File: config.mk
export PLATFORM = sky130hd
export DESIGN_NAME = header_loader_flat
export DESIGN_NICKNAME = d
export VERILOG_FILES = /design/src/rtl/header_loader_pkg.sv /design/src/rtl/header_loader_if.sv /design/src/rtl/header_loader_watchdog_timer.sv /design/src/rtl/header_loader.sv /design/src/flat_wrapper.sv
export SDC_FILE = /design/constraint.sdc
export NUM_CORES = 1
export LEC_CHECK = 0
export BUFFER_PORTS_ARGS = -buffer_cell sky130_fd_sc_hd__buf_2
export CORE_ASPECT_RATIO = 1.25
export CORE_UTILIZATION = 25
export DETAILED_ROUTE_END_ITERATION = 10
export GPL_TIMING_DRIVEN = 0
export MAX_ROUTING_LAYER = met4
export PLACE_DENSITY_LB_ADDON = 0.12
export SYNTH_ARGS = -nofsm -noshare
export SYNTH_HDL_FRONTEND = slang
export SYNTH_SLANG_ARGS = --single-unit
File: constraint.sdc
create_clock -name clk -period 3.34 [get_ports clk]
set_input_delay 0.334 -clock clk [delete_from_list [all_inputs] [get_ports clk]]
set_output_delay 0.334 -clock clk [all_outputs]
set_load 0.02 [all_outputs]
File: src/rtl/header_loader_pkg.sv
// Shared definitions for the header loader front-end.
// Latency: n/a (types and constants only).
// Backpressure: n/a.
package header_loader_pkg;

  typedef enum logic [1:0] {
    ST_LOAD = 2'd0,
    ST_RUN  = 2'd1,
    ST_DONE = 2'd2
  } state_t;

  localparam int NUM_HEADER_BYTES = 12;
  localparam int NUM_TARGET_BYTES = 2;
  localparam int NONCE_WIDTH      = 32;
  localparam int WD_WIDTH         = 20;

endpackage

File: src/rtl/header_loader_if.sv
// Host-side bundle: byte-stream input plus result return channel.
// Latency: n/a (signal bundle only).
// Backpressure: in_ready throttles the byte stream; res_ready holds the result.
// Ports: master = host (drives bytes, flush, res_ready); slave = loader.
interface header_loader_if;
  import header_loader_pkg::*;

  logic                   in_valid;
  logic [7:0]             in_data;
  logic                   in_ready;
  logic                   flush;
  logic                   res_valid;
  logic                   res_ready;
  logic [NONCE_WIDTH-1:0] res_nonce;
  logic                   res_fail;

  modport master (
    output in_valid, in_data, flush, res_ready,
    input  in_ready, res_valid, res_nonce, res_fail
  );

  modport slave (
    input  in_valid, in_data, flush, res_ready,
    output in_ready, res_valid, res_nonce, res_fail
  );

endinterface

File: src/rtl/header_loader_watchdog_timer.sv
// Free-running search watchdog with synchronous clear and count enable.
// Latency: count updates one cycle after enable; expired is combinational on count.
// Backpressure: none.
// Ports: clk/reset, clear, enable in; count (20 bit) and expired out.
module header_loader_watchdog_timer
  import header_loader_pkg::*;
#(
  parameter int TIMEOUT_CYCLES = 1000000
) (
  input  logic                clk,
  input  logic                reset,
  input  logic                clear,
  input  logic                enable,
  output logic [WD_WIDTH-1:0] count,
  output logic                expired
);

  localparam logic [WD_WIDTH-1:0] LAST_COUNT = WD_WIDTH'(TIMEOUT_CYCLES - 1);

  always_ff @(posedge clk) begin
    if (reset || clear) begin
      count <= '0;
    end else if (enable) begin
      count <= count + 1'b1;
    end
  end

  assign expired = (count == LAST_COUNT);

endmodule

File: src/rtl/header_loader.sv
// Loads header+target bytes for the nonce core, runs it, and returns nonce or timeout.
// Latency: start rises 1 cycle after the last byte; result 1 cycle after finish/expiry.
// Backpressure: in_ready low outside LOAD; result held in DONE until res_ready.
// Ports: clk/reset; host (slave modport); block0..11/target/start to core;
//        core_finish/core_nonce0..3 from core.
module header_loader
  import header_loader_pkg::*;
#(
  parameter int HEADER_BYTES   = NUM_HEADER_BYTES,
  parameter int TARGET_BYTES   = NUM_TARGET_BYTES,
  parameter int TIMEOUT_CYCLES = 1000000
) (
  input  logic              clk,
  input  logic              reset,
  header_loader_if.slave    host,
  output logic [7:0]        block0,
  output logic [7:0]        block1,
  output logic [7:0]        block2,
  output logic [7:0]        block3,
  output logic [7:0]        block4,
  output logic [7:0]        block5,
  output logic [7:0]        block6,
  output logic [7:0]        block7,
  output logic [7:0]        block8,
  output logic [7:0]        block9,
  output logic [7:0]        block10,
  output logic [7:0]        block11,
  output logic [15:0]       target,
  output logic              start,
  input  logic              core_finish,
  input  logic [7:0]        core_nonce0,
  input  logic [7:0]        core_nonce1,
  input  logic [7:0]        core_nonce2,
  input  logic [7:0]        core_nonce3
);

  localparam logic [3:0] TGT_HI_IDX = 4'(HEADER_BYTES);
  localparam logic [3:0] LAST_IDX   = 4'(HEADER_BYTES + TARGET_BYTES - 1);

  state_t              state, state_nx;
  logic [3:0]          byte_cnt;
  logic [7:0]          hdr [HEADER_BYTES];
  logic                transfer, capture_ok, capture_fail, res_hs;
  logic [WD_WIDTH-1:0] wd_count;
  logic                wd_expired;

  // Cleared throughout LOAD/DONE so the first RUN cycle always sees count 0.
  header_loader_watchdog_timer #(.TIMEOUT_CYCLES(TIMEOUT_CYCLES)) u_watchdog (
    .clk     (clk),
    .reset   (reset),
    .clear   (state != ST_RUN),
    .enable  (state == ST_RUN),
    .count   (wd_count),
    .expired (wd_expired)
  );

  always_ff @(posedge clk) begin
    if (reset) state <= ST_LOAD;
    else       state <= state_nx;
  end

  always_comb begin
    state_nx     = state;
    transfer     = 1'b0;
    capture_ok   = 1'b0;
    capture_fail = 1'b0;
    res_hs       = 1'b0;
    case (state)
      ST_LOAD: begin
        // flush drops any byte offered in the same cycle
        transfer = host.in_valid & host.in_ready & ~host.flush;
        if (transfer && byte_cnt == LAST_IDX) state_nx = ST_RUN;
      end
      ST_RUN: begin
        // count 0 marks the core's start-latch cycle, where finish is stale;
        // finish is checked before expiry so it wins a tie
        if (core_finish && wd_count != '0) begin
          capture_ok = 1'b1;
          state_nx   = ST_DONE;
        end else if (wd_expired) begin
          capture_fail = 1'b1;
          state_nx     = ST_DONE;
        end
      end
      ST_DONE: begin
        res_hs = host.res_valid & host.res_ready;
        if (res_hs) state_nx = ST_LOAD;
      end
      default: state_nx = ST_LOAD;
    endcase
  end

  always_ff @(posedge clk) begin
    if (reset) begin
      byte_cnt       <= '0;
      target         <= '0;
      start          <= 1'b0;
      host.in_ready  <= 1'b0;
      host.res_valid <= 1'b0;
      host.res_fail  <= 1'b0;
      host.res_nonce <= '0;
      for (int i = 0; i < HEADER_BYTES; i++) hdr[i] <= '0;
    end else begin
      // start stays high through DONE so the core keeps its outputs until the host takes them
      host.in_ready <= (state_nx == ST_LOAD);
      start         <= (state_nx != ST_LOAD);

      if (state == ST_LOAD && host.flush) begin
        byte_cnt <= '0;
      end else if (transfer) begin
        byte_cnt <= (byte_cnt == LAST_IDX) ? 4'd0 : byte_cnt + 4'd1;
      end else if (res_hs) begin
        byte_cnt <= '0;
      end

      if (transfer) begin
        if (byte_cnt < TGT_HI_IDX)       hdr[byte_cnt] <= host.in_data;
        else if (byte_cnt == TGT_HI_IDX) target[15:8]  <= host.in_data;
        else                             target[7:0]   <= host.in_data;
      end

      if (capture_ok) begin
        host.res_valid <= 1'b1;
        host.res_fail  <= 1'b0;
        host.res_nonce <= {core_nonce0, core_nonce1, core_nonce2, core_nonce3};
      end else if (capture_fail) begin
        host.res_valid <= 1'b1;
        host.res_fail  <= 1'b1;
        host.res_nonce <= '0;
      end else if (res_hs) begin
        host.res_valid <= 1'b0;
      end
    end
  end

  assign block0  = hdr[0];
  assign block1  = hdr[1];
  assign block2  = hdr[2];
  assign block3  = hdr[3];
  assign block4  = hdr[4];
  assign block5  = hdr[5];
  assign block6  = hdr[6];
  assign block7  = hdr[7];
  assign block8  = hdr[8];
  assign block9  = hdr[9];
  assign block10 = hdr[10];
  assign block11 = hdr[11];

endmodule

File: src/flat_wrapper.sv
// flat-port wrapper written by rule: the top's interface ports become plain ports
module header_loader_flat import header_loader_pkg::*;
#(
  parameter int HEADER_BYTES   = NUM_HEADER_BYTES,
  parameter int TARGET_BYTES   = NUM_TARGET_BYTES,
  parameter int TIMEOUT_CYCLES = 1000000
)
  (clk, reset, block0, block1, block2, block3, block4, block5, block6, block7, block8, block9, block10, block11, target, start, core_finish, core_nonce0, core_nonce1, core_nonce2, core_nonce3, host_in_valid, host_in_data, host_flush, host_res_ready, host_in_ready, host_res_valid, host_res_nonce, host_res_fail);
  header_loader_if host_i ();
  input  logic clk;
  input  logic reset;
  output logic [7:0] block0;
  output logic [7:0] block1;
  output logic [7:0] block2;
  output logic [7:0] block3;
  output logic [7:0] block4;
  output logic [7:0] block5;
  output logic [7:0] block6;
  output logic [7:0] block7;
  output logic [7:0] block8;
  output logic [7:0] block9;
  output logic [7:0] block10;
  output logic [7:0] block11;
  output logic [15:0] target;
  output logic start;
  input  logic core_finish;
  input  logic [7:0] core_nonce0;
  input  logic [7:0] core_nonce1;
  input  logic [7:0] core_nonce2;
  input  logic [7:0] core_nonce3;
  input wire logic [$bits(host_i.in_valid)-1:0] host_in_valid;
  input wire logic [$bits(host_i.in_data)-1:0] host_in_data;
  input wire logic [$bits(host_i.flush)-1:0] host_flush;
  input wire logic [$bits(host_i.res_ready)-1:0] host_res_ready;
  output wire logic [$bits(host_i.in_ready)-1:0] host_in_ready;
  output wire logic [$bits(host_i.res_valid)-1:0] host_res_valid;
  output wire logic [$bits(host_i.res_nonce)-1:0] host_res_nonce;
  output wire logic [$bits(host_i.res_fail)-1:0] host_res_fail;
  assign host_i.in_valid = host_in_valid;
  assign host_i.in_data = host_in_data;
  assign host_i.flush = host_flush;
  assign host_i.res_ready = host_res_ready;
  assign host_in_ready = host_i.in_ready;
  assign host_res_valid = host_i.res_valid;
  assign host_res_nonce = host_i.res_nonce;
  assign host_res_fail = host_i.res_fail;
  header_loader #(.HEADER_BYTES(HEADER_BYTES), .TARGET_BYTES(TARGET_BYTES), .TIMEOUT_CYCLES(TIMEOUT_CYCLES)) u_core (.clk(clk), .reset(reset), .host(host_i), .block0(block0), .block1(block1), .block2(block2), .block3(block3), .block4(block4), .block5(block5), .block6(block6), .block7(block7), .block8(block8), .block9(block9), .block10(block10), .block11(block11), .target(target), .start(start), .core_finish(core_finish), .core_nonce0(core_nonce0), .core_nonce1(core_nonce1), .core_nonce2(core_nonce2), .core_nonce3(core_nonce3));
endmodule
==> flow_metrics.tcl, run 1 <==
set metrics [dict create \
    status "finished, final reports clean" \
    num_vias 5003 \
    nets 852 \
    synth_nets 641 \
    antenna_found_initial 3 \
    r2r_cells 4 \
    overflow 0 \
    ios 194 \
    reg2reg_to "u_core.hdr[9][3]" \
    final_area_um2 8880 \
    finalCritPeriodShare_pct 65.6 \
    start_util_pct 25.6 \
    dp_hpwl_mm 14.1 \
    synth.area.top_cells "edfxtp_1, dfxtp_1, and2_1, nand3_1, nor2_1" \
    drc 0 \
    post_cts_buffers 0 \
    layout_commonest_cell "buf_2" \
    grt_pass1_wl_mm 29.6 \
    yosys-mux-area-fraction_pct 2.32 \
    syn-cell-area_um2 6910 \
    die_w_um 151 \
    powerDensity_nw_per_um2 505 \
    drtIter0Drc 148 \
    grt_max_degree 17 \
    firstDrtPassIters 4 \
    leakagePower_nw 3.57 \
    clockBufferDepth 2 \
    synth_cell_types 45 \
    gp_congestion 0.734 \
    rrSetupSlack_ns 1.15 \
    synth-compound-area-share_pct 4.18 \
    synth_top_cell_by_area "edfxtp_1" \
    htree_levels 4 \
    slew_headroom_pct 43.3 \
    cp_max_fo 9 \
    endpoint_kind "register" \
    die_h_um 188 \
    crit_path_max_incr_delay_ns 0.71 \
    cp_slowest_cell "nor3_1" \
    cts_resized 0 \
    cts_sinks 174 \
    final_cell_mix "buf_2, and2_1, edfxtp_1, dfxtp_1, nand3_1" \
    yosys_warnings 0 \
    drt-total-wl_mm 19.1 \
    yosysSeqAreaShare_pct 64.3 \
    syn_area_per_cell_um2 11.6 \
    hp-class "input pin to register" \
    rows 67 \
    ys_seq_elements 174 \
    critical_path.startpoint_type "register" \
    min_delay_path_depth 3 \
    numPortBuffers 192 \
    die-area_um2 28300 \
    final.setup.tns_ns 0 \
    yosysTopAreaCellShare_pct 41.7 \
    grt_usage_pct 14.4 \
    reg2reg_from "u_core.state[0]" \
    grt_pass1_vias 5061 \
    crit_start "u_core.state[0]" \
    clk_latency_ns 0.43 \
    synth_top_family_by_area "simple AND/OR/NAND/NOR gates" \
    routedWlPerCell_um 16.4 \
    yosys.area_share.simple_pct 24.1 \
    fmax_mhz 457 \
    finalCoreUtilization_pct 32.9 \
    cts_tree "built" \
    postSynthCellCount 593 \
    viasPerCell 4.30 \
    crit_arrival_ns 2.30 \
    hold_viol 0 \
    yosys.area_share.adder_pct 0.362 \
    detail-route-antenna-nets 0 \
    core_um2 27000 \
    rsz0062_at_grt "no" \
    setup_viol 0 \
    required_ns 3.45 \
    finalClockSkew_ns 0.0130 \
    hold_start "core_nonce0[0]" \
    cts_root_buf "clkbuf_16" \
    syn2layout_area_growth_pct 28.5 \
    clkSlewWorstSetupHoldPaths_ns 0.07 \
    numCtsBuffers 17 \
    tightestPinTransition_ns 0.844 \
    worstPathCellList "nor2_1 > nand3_1 > nor3_1 > or2_2" \
    placed_cell_area_um2 8300 \
    min_period_ns 2.19 \
    synthXorXnorAreaFrac_pct 2.03 \
    ir_worst_vdd_v 0.000326 \
    drive_gt1_share_pct 30.9 \
    holdPathEnd "u_core.host.res_nonce[24]" \
    final_max_slew_viol_count 0 \
    ctsHoldBuffers 0 \
    path_class "register to register" \
    drv_cap 0 \
]
[routing by layer]
metal	up-vias	part of all wire, %	global-route usage, %
met4	0	0.91	3.81
li1	2494	-	-
met3	13	6.8	4.55
met5	-	0	-
met1	2346	43	16.9
met2	150	49	23.5
[worst max-delay path by stage]
stage	endpoint	slack (ns)
finish	u_core.hdr[9][3]	1.15
detailed placement	u_core.hdr[8][6]	0.91
floorplan	u_core.hdr[4][0]	1.50
global route	u_core.hdr[9][0]	0.88
CTS	u_core.hdr[9][2]	1.00
global placement	u_core.hdr[8][7]	0.93
[cell families after synthesis]
| group | count (synthesis) |
|---|---|
| AO/OA/AOI/OAI | 50 |
| XOR/XNOR | 16 |
| adder cells (fa/ha/maj) | 2 |
| buffers and inverters | 40 |
| multiplexers | 16 |
| flip-flops | 174 |
| AND/OR/NAND/NOR | 295 |
[final cells by class]
type                       count  area, um^2
tap                          345         432
antenna                        3        7.51
buffer                        35         164
multi-input combinational    379        2280
clock buffer                  17         425
timing repair buffer         192         961
clock inverter                14         145
sequential                   174        4440
inverter                       5        18.8
fill                        2835       18100
[registers in the layout, summed over array words and instances (netlist names), 2 cells and up]
signal and flops:
u_core.hdr 96, u_core.state 2, u_core.host.res_nonce 32, u_core.target 16, u_core.byte_cnt 4, u_core.u_watchdog.count 20
[cell usage after synthesis, drive strengths merged]
master and number:
dfxtp 78, nor2b 4, nand4b 1, and4 2, nand3 76, buf 11, nor3 7, nand4 6
o21bai 1, nor4 7, xnor2 6, and2 98, o21ai 4, inv 5, mux2i 16, nand2 14
nor3b 2, edfxtp 96, xor2 10, o211ai 1, or3b 3, o21a 1, nand2b 2, clkbuf 24
or3 3, a21oi 37, a21o 1, and3 1, ha 2, and3b 1, nand3b 2, a221oi 1
or2 12, nor2 54, a31oi 4
[report_power, final]
| part | internal, mW | switching, mW | total, mW |
|---|---|---|---|
| registers | 2.29 | 0.0127 | 2.31 |
| clock network | 1.10 | 0.862 | 1.96 |
| logic | 0.0611 | 0.153 | 0.215 |
| total | 3.45 | 1.03 | 4.48 |
[through the flow]
step	total power [mW]	cells	setup WS, ns	hold WS [ns]
2_1_floorplan	2.46	593	1.50	0.441
3_3_place_gp	2.58	1130	0.934	0.452
3_5_place_dp	2.58	1130	0.907	0.455
4_1_cts	4.56	1161	1.00	0.118
5_1_grt	4.64	1164	0.876	0.129
6_report	4.48	1164	1.15	0.147
[worst max-delay path: cells and delay by family, from the launching register on]
kind             cells  cell delay [ns]
AND/OR/NAND/NOR      4             1.50
flip-flops           1             0.38
Note: power is estimated with default switching activity, not from simulation.
==> run 2: changes to the inputs <==
- ABC_AREA: default -> 1
- clock period: 3.34 -> 2.2 ns (I/O delays scaled with it)
==> run 2 against run 1 <==
  * Area after synthesis increased by 0.98%
  * Count of clock-buffer cells in the layout increased by 3
  * Synthesized cell count increased by 13%
  * Flip-flop and latch count unchanged
  * Sequential share of layout area decreased by 0.40 points
  * Highest routed layer unchanged
==> flow_metrics.tcl, run 2 <==
set metrics [dict create \
    postSynthCellCount 670 \
    syn2layout_area_growth_pct 28.3 \
    antenna_found_initial 0 \
    layout_commonest_cell "buf_2" \
    endpoint_kind "register" \
    detail-route-antenna-nets 0 \
    drive_gt1_share_pct 29.8 \
    final.setup.tns_ns 0 \
    yosysMostFrequentCell "nor2_1" \
    ir_worst_vdd_v 0.000481 \
    synth_top_cell_by_area "edfxtp_1" \
    yosys_warnings 0 \
    cts_sinks 174 \
    synth-edff-count 96 \
    ys_seq_elements 174 \
    r2r_cells 4 \
    synthFlopType "edfxtp_1" \
    hp-class "input pin to register" \
    gp_congestion 0.724 \
    synth.area.top_cells "edfxtp_1, dfxtp_1, nor2_1, a21oi_1, nand3_1" \
    num_vias 5404 \
    grt_usage_pct 14.5 \
    required_ns 2.29 \
    holdWs_ns 0.0686 \
    numPortBuffers 191 \
    place_inst 1211 \
    syn_area_per_cell_um2 10.4 \
    ctsHoldBuffers 0 \
    cts_root_buf "clkbuf_16" \
    slew_headroom_pct 45.7 \
    hold_viol 0 \
    reg2reg_from "u_core.byte_cnt[3]" \
    stdcell_count 1243 \
    path_class "register to register" \
    finalClockSkew_ns 0.0139 \
    grt_pass1_wl_mm 30.2 \
    drc 0 \
    crit_end "u_core.hdr[11][5]" \
    die-area_um2 28600 \
    rows 68 \
    firstDrtPassIters 4 \
    rrSetupSlack_ns 0.24 \
    syn-cell-area_um2 6970 \
    ios 194 \
    largest_register_ffs 96 \
    status "finished, final reports clean" \
    synth_commonest_cells "nor2_1, edfxtp_1, dfxtp_1" \
    synth_nets 718 \
    nets 928 \
    largestRegisters "u_core.hdr (96), u_core.host.res_nonce (32), u_core.u_watchdog.count (20)" \
    yosysSeqAreaShare_pct 63.7 \
    fill_cells 2875 \
    crit_arrival_ns 2.05 \
    min_period_ns 1.96 \
    htree_levels 4 \
    drtIter0Drc 228 \
    start_util_pct 25.4 \
    critical_path.startpoint_type "register" \
    cp_max_fo 9 \
    powerDensity_nw_per_um2 770 \
    clk_latency_ns 0.43 \
    cts_resized 0 \
    overflow 0 \
    dp_hpwl_mm 14.3 \
    fmax_mhz 510 \
    synth-async-reset-ratio_pct 0 \
    cp_slowest_cell "nor2_1" \
    die_h_um 189 \
    post_cts_buffers 0 \
    crit_path_max_incr_delay_ns 0.49 \
    worstPathCellList "inv_1 > nor2_1 > nand2_2 > nand2_1" \
    crit_start "u_core.byte_cnt[3]" \
    drt-total-wl_mm 19.5 \
    diodes 0 \
    final_max_slew_viol_count 0 \
    clockBufferDepth 2 \
    tightestPinTransition_ns 0.815 \
    synth_cell_types 33 \
    setup_viol 0 \
    reg2reg_to "u_core.hdr[11][5]" \
    clkSlewWorstSetupHoldPaths_ns 0.07 \
    routedWlPerCell_um 15.7 \
    die_w_um 151 \
    viasPerCell 4.35 \
    grt_pass1_vias 5284 \
    leakagePower_nw 3.70 \
    grt_max_degree 17 \
    cts_tree "built" \
    rsz0062_at_grt "no" \
    core_um2 27500 \
    final_cell_mix "buf_2, nor2_1, edfxtp_1, dfxtp_1, a21oi_1" \
    numCtsBuffers 17 \
    yosysTopAreaCellShare_pct 41.3 \
    finalCritPeriodShare_pct 89.0 \
    top_register "u_core.hdr" \
    drv_cap 0 \
]
-- run 2: cell types whose count changed in the layout (fill, tap and decap cells not counted), moves of 7 or more --
cell     before  now
and2_1       98    0
nor2_1       54  132
nand2_1      14   62
inv_1         5   38
nand4_1       5   34
a21oi_1      37   65
nand3_1      75   56
mux2i_1      16    0
o21ai_0       4   16
nand3_4       0   10
or2_2         9    1
nor2_4        0    7
-- run 2: cells by family (layout without fill, tap and decap cells) --
family	Yosys count	in the layout	synth area share (%)
flops	174	174	63.7
simple gates	328	328	24.4
xor+xnor	7	7	0.879
buf+inv	77	300	4.68
compound gates	82	82	5.92
fa+ha+maj	2	2	0.359
-- run 2: area by class of cell --
class	instances	area, um^2	share of cell area (%)
clock inverters	12	144	1.61
plain buffers	34	160	1.79
flip-flops and latches	174	4440	49.7
repair buffers	191	956	10.7
multi-input cells	419	2200	24.6
inverters	43	166	1.86
well taps	350	438	4.89
clock buffers	20	437	4.88
-- run 2: metrics by stage --
step / util (%) / cell area, um^2 / total power [mW] / setup WS (ns)
2_1_floorplan: - / 6970 / 3.76 / 0.457
3_3_place_gp: 30.4 / 8370 / 3.93 / 0.0670
4_1_cts: 32.6 / 8950 / 6.99 / 0.185
5_1_grt: 32.6 / 8950 / 7.16 / 0.0571
6_report: 32.6 / 8950 / 6.89 / 0.241
3_5_place_dp: 30.4 / 8370 / 3.93 / 0.0713
-- run 2: power breakdown --
group	switching [mW]	leakage (nW)	internal (mW)
clock network	1.26	0.275	1.78
logic	0.260	1.80	0.0868
registers	0.0208	1.62	3.48
-- run 2: per-layer routing --
metal | GRT usage, % | routed length (um)
met4 | 3.35 | 143
met2 | 23.6 | 9700
met3 | 4.65 | 1360
met1 | 17.1 | 8300
met5 | - | 0
-- run 2: worst max-delay path: cells and delay by family (launching register included) --
family / cells / cell delay, ns
and+or+nand+nor: 3 / 1.13
DFF: 1 / 0.41
buffers and inverters: 1 / 0.09
-- run 2: how the worst min path moves through the flow --
stage,to,startpoint,cells after the start
2_1_floorplan,u_core.target[10],host_in_data[2],2
4_1_cts,u_core.host.res_nonce[5],core_nonce3[5],3
3_3_place_gp,u_core.host.res_fail,u_core.host.res_fail,2
5_1_grt,u_core.host.res_nonce[28],core_nonce0[4],3
3_5_place_dp,u_core.host.res_fail,u_core.host.res_fail,2
6_report,u_core.host.res_nonce[5],core_nonce3[5],3
==> run 3: changes to the inputs <==
- CORE_ASPECT_RATIO: 1.25 -> default
- CORE_UTILIZATION: 25 -> 38
- CTS_CLUSTER_DIAMETER: default -> 60
==> run 3 against run 2 <==
  * Sequential power barely moved
  * Clock skew fell by 0.0045 ns
  * Sequential share of layout area rose by 0.60 points
  * Total power rose by 1.7%
  * Global-route usage rose by 4.6 points
  * Flip-flop and latch count did not move
  * Clock power rose by 4%
  * Fmax fell by 0.84%
  * Hold slack improved by 0.0024 ns
  * Critical path type unchanged
  * Highest routed layer unchanged
==> flow_metrics.tcl, run 3 (synthesis gave the netlist of run 2 again) <==
set metrics [dict create \
    finalClockSkew_ns 0.00942 \
    grt_max_degree 18 \
    largestRegisters "u_core.hdr (96), u_core.host.res_nonce (32), u_core.u_watchdog.count (20)" \
    drv_cap 0 \
    clockBufferDepth 2 \
    path_class "register to register" \
    hp-class "input pin to register" \
    layout_commonest_cell "buf_2" \
    ir_worst_vdd_v 0.000612 \
    setup_viol 0 \
    crit_arrival_ns 2.06 \
    firstDrtPassIters 4 \
    viasPerCell 4.90 \
    place_inst 1090 \
    cts_tree "built" \
    r2r_cells 7 \
    powerDensity_nw_per_um2 792 \
    cp_max_fo 9 \
    grt_usage_pct 19.1 \
    drc 0 \
    slew_headroom_pct 50.8 \
    nets 928 \
    stdcell_count 1123 \
    top_register "u_core.hdr" \
    fmax_mhz 506 \
    largest_register_ffs 96 \
    cts_resized 0 \
    routedWlPerCell_um 15.2 \
    detail-route-antenna-nets 0 \
    endpoint_kind "register" \
    hold_start "core_nonce3[3]" \
    die-area_um2 18900 \
    die_h_um 137 \
    dp_hpwl_mm 12.7 \
    power_frac_seq_pct 50.0 \
    drt-total-wl_mm 17.1 \
    die_w_um 137 \
    p_int_mw 5.40 \
    grt_pass1_vias 5256 \
    required_ns 2.29 \
    final_max_slew_viol_count 0 \
    pwr-share-clk_pct 45.2 \
    numPortBuffers 191 \
    leakagePower_nw 3.72 \
    rrSetupSlack_ns 0.22 \
    numCtsBuffers 17 \
    antenna_found_initial 1 \
    clk_latency_ns 0.42 \
    finalCritPeriodShare_pct 89.8 \
    min_period_ns 1.98 \
    cts_root_buf "clkbuf_16" \
    ios 194 \
    ctsHoldBuffers 0 \
    tightestPinTransition_ns 0.738 \
    reg2reg_to "u_core.hdr[8][5]" \
    switchingPower_mw 1.61 \
    status "finished, final reports clean" \
    start_util_pct 38.8 \
    core_um2 18000 \
    reg2reg_from "u_core.state[0]" \
    gp_congestion 0.799 \
    final_cell_mix "buf_2, nor2_1, edfxtp_1, dfxtp_1, a21oi_1" \
    drtIter0Drc 260 \
    p_sw_share_pct 22.9 \
    post_cts_buffers 0 \
    worst_slack_ns 0.224 \
    finalCoreUtilization_pct 49.2 \
    htree_levels 4 \
    syn2layout_area_growth_pct 26.8 \
    num_vias 5508 \
    power_frac_comb_pct 4.8 \
    clkSlewWorstSetupHoldPaths_ns 0.07 \
    grt_pass1_wl_mm 26.6 \
    critical_path.startpoint_type "register" \
    overflow 0 \
    min_delay_path_depth 3 \
    cts_sinks 174 \
    holdPathEnd "u_core.host.res_nonce[3]" \
    final.setup.tns_ns 0 \
    rows 49 \
    hold_viol 0 \
    rsz0062_at_grt "no" \
    drive_gt1_share_pct 30.6 \
    pre_cts_ws_ns 0.184 \
]
run 3: power by group through the flow:
stage          clock (mW)  sequential [mW]  combinational, mW
4_1_cts              3.21             3.50              0.342
3_5_place_dp            0             3.58              0.341
3_3_place_gp            0             3.58              0.337
5_1_grt              3.33             3.51              0.366
2_1_floorplan           0             3.66             0.0973
6_report             3.17             3.50              0.336
run 3: cell type report:
type / instances / area (um^2)
inverters: 43 / 166
multi-input cells: 419 / 2200
plain buffers: 34 / 160
fillers: 1720 / 9120
clock inverters: 15 / 196
clock buffers: 17 / 425
repair buffers: 191 / 956
well taps: 229 / 287
flip-flops and latches: 174 / 4440
diodes: 1 / 2.50
run 3: metrics by stage:
step | hold WS, ns | area [um^2] | power [mW]
after CTS | 0.0576 | 8840 | 7.06
final | 0.0710 | 8840 | 7.01
after floorplan | 0.384 | 6970 | 3.76
after detailed placement | 0.429 | 8220 | 3.92
after global routing | 0.0545 | 8840 | 7.20
after global placement | 0.426 | 8220 | 3.91
run 3: per-layer routing:
| metal | part of all wire, % | GRT usage, % |
|---|---|---|
| met1 | 43 | 22.8 |
| met2 | 48 | 31.4 |
| met3 | 7.4 | 4.67 |
| met4 | 1.3 | 6.59 |
| met5 | 0 | - |
run 3: critical path, stage by stage (launching register included):
cell and delay, ns:
dfxtp_1 0.35, nor2_2 0.18, nand4_4 0.19, clkinv_2 0.14, nand3_4 0.12, inv_4 0.18, nand3_4 0.14, nand2_1 0.34
run 3: how the worst max path moves through the flow:
| stage | slack [ns] | start | end |
|---|---|---|---|
| floorplan | 0.46 | u_core.host.in_ready | u_core.hdr[4][0] |
| CTS | 0.21 | u_core.state[0] | u_core.hdr[8][4] |
| detailed placement | 0.18 | reset | u_core.hdr[8][4] |
| finish | 0.22 | u_core.state[0] | u_core.hdr[8][5] |
| global route | 0.09 | u_core.state[0] | u_core.hdr[8][5] |
| global placement | 0.25 | reset | u_core.hdr[11][6] |
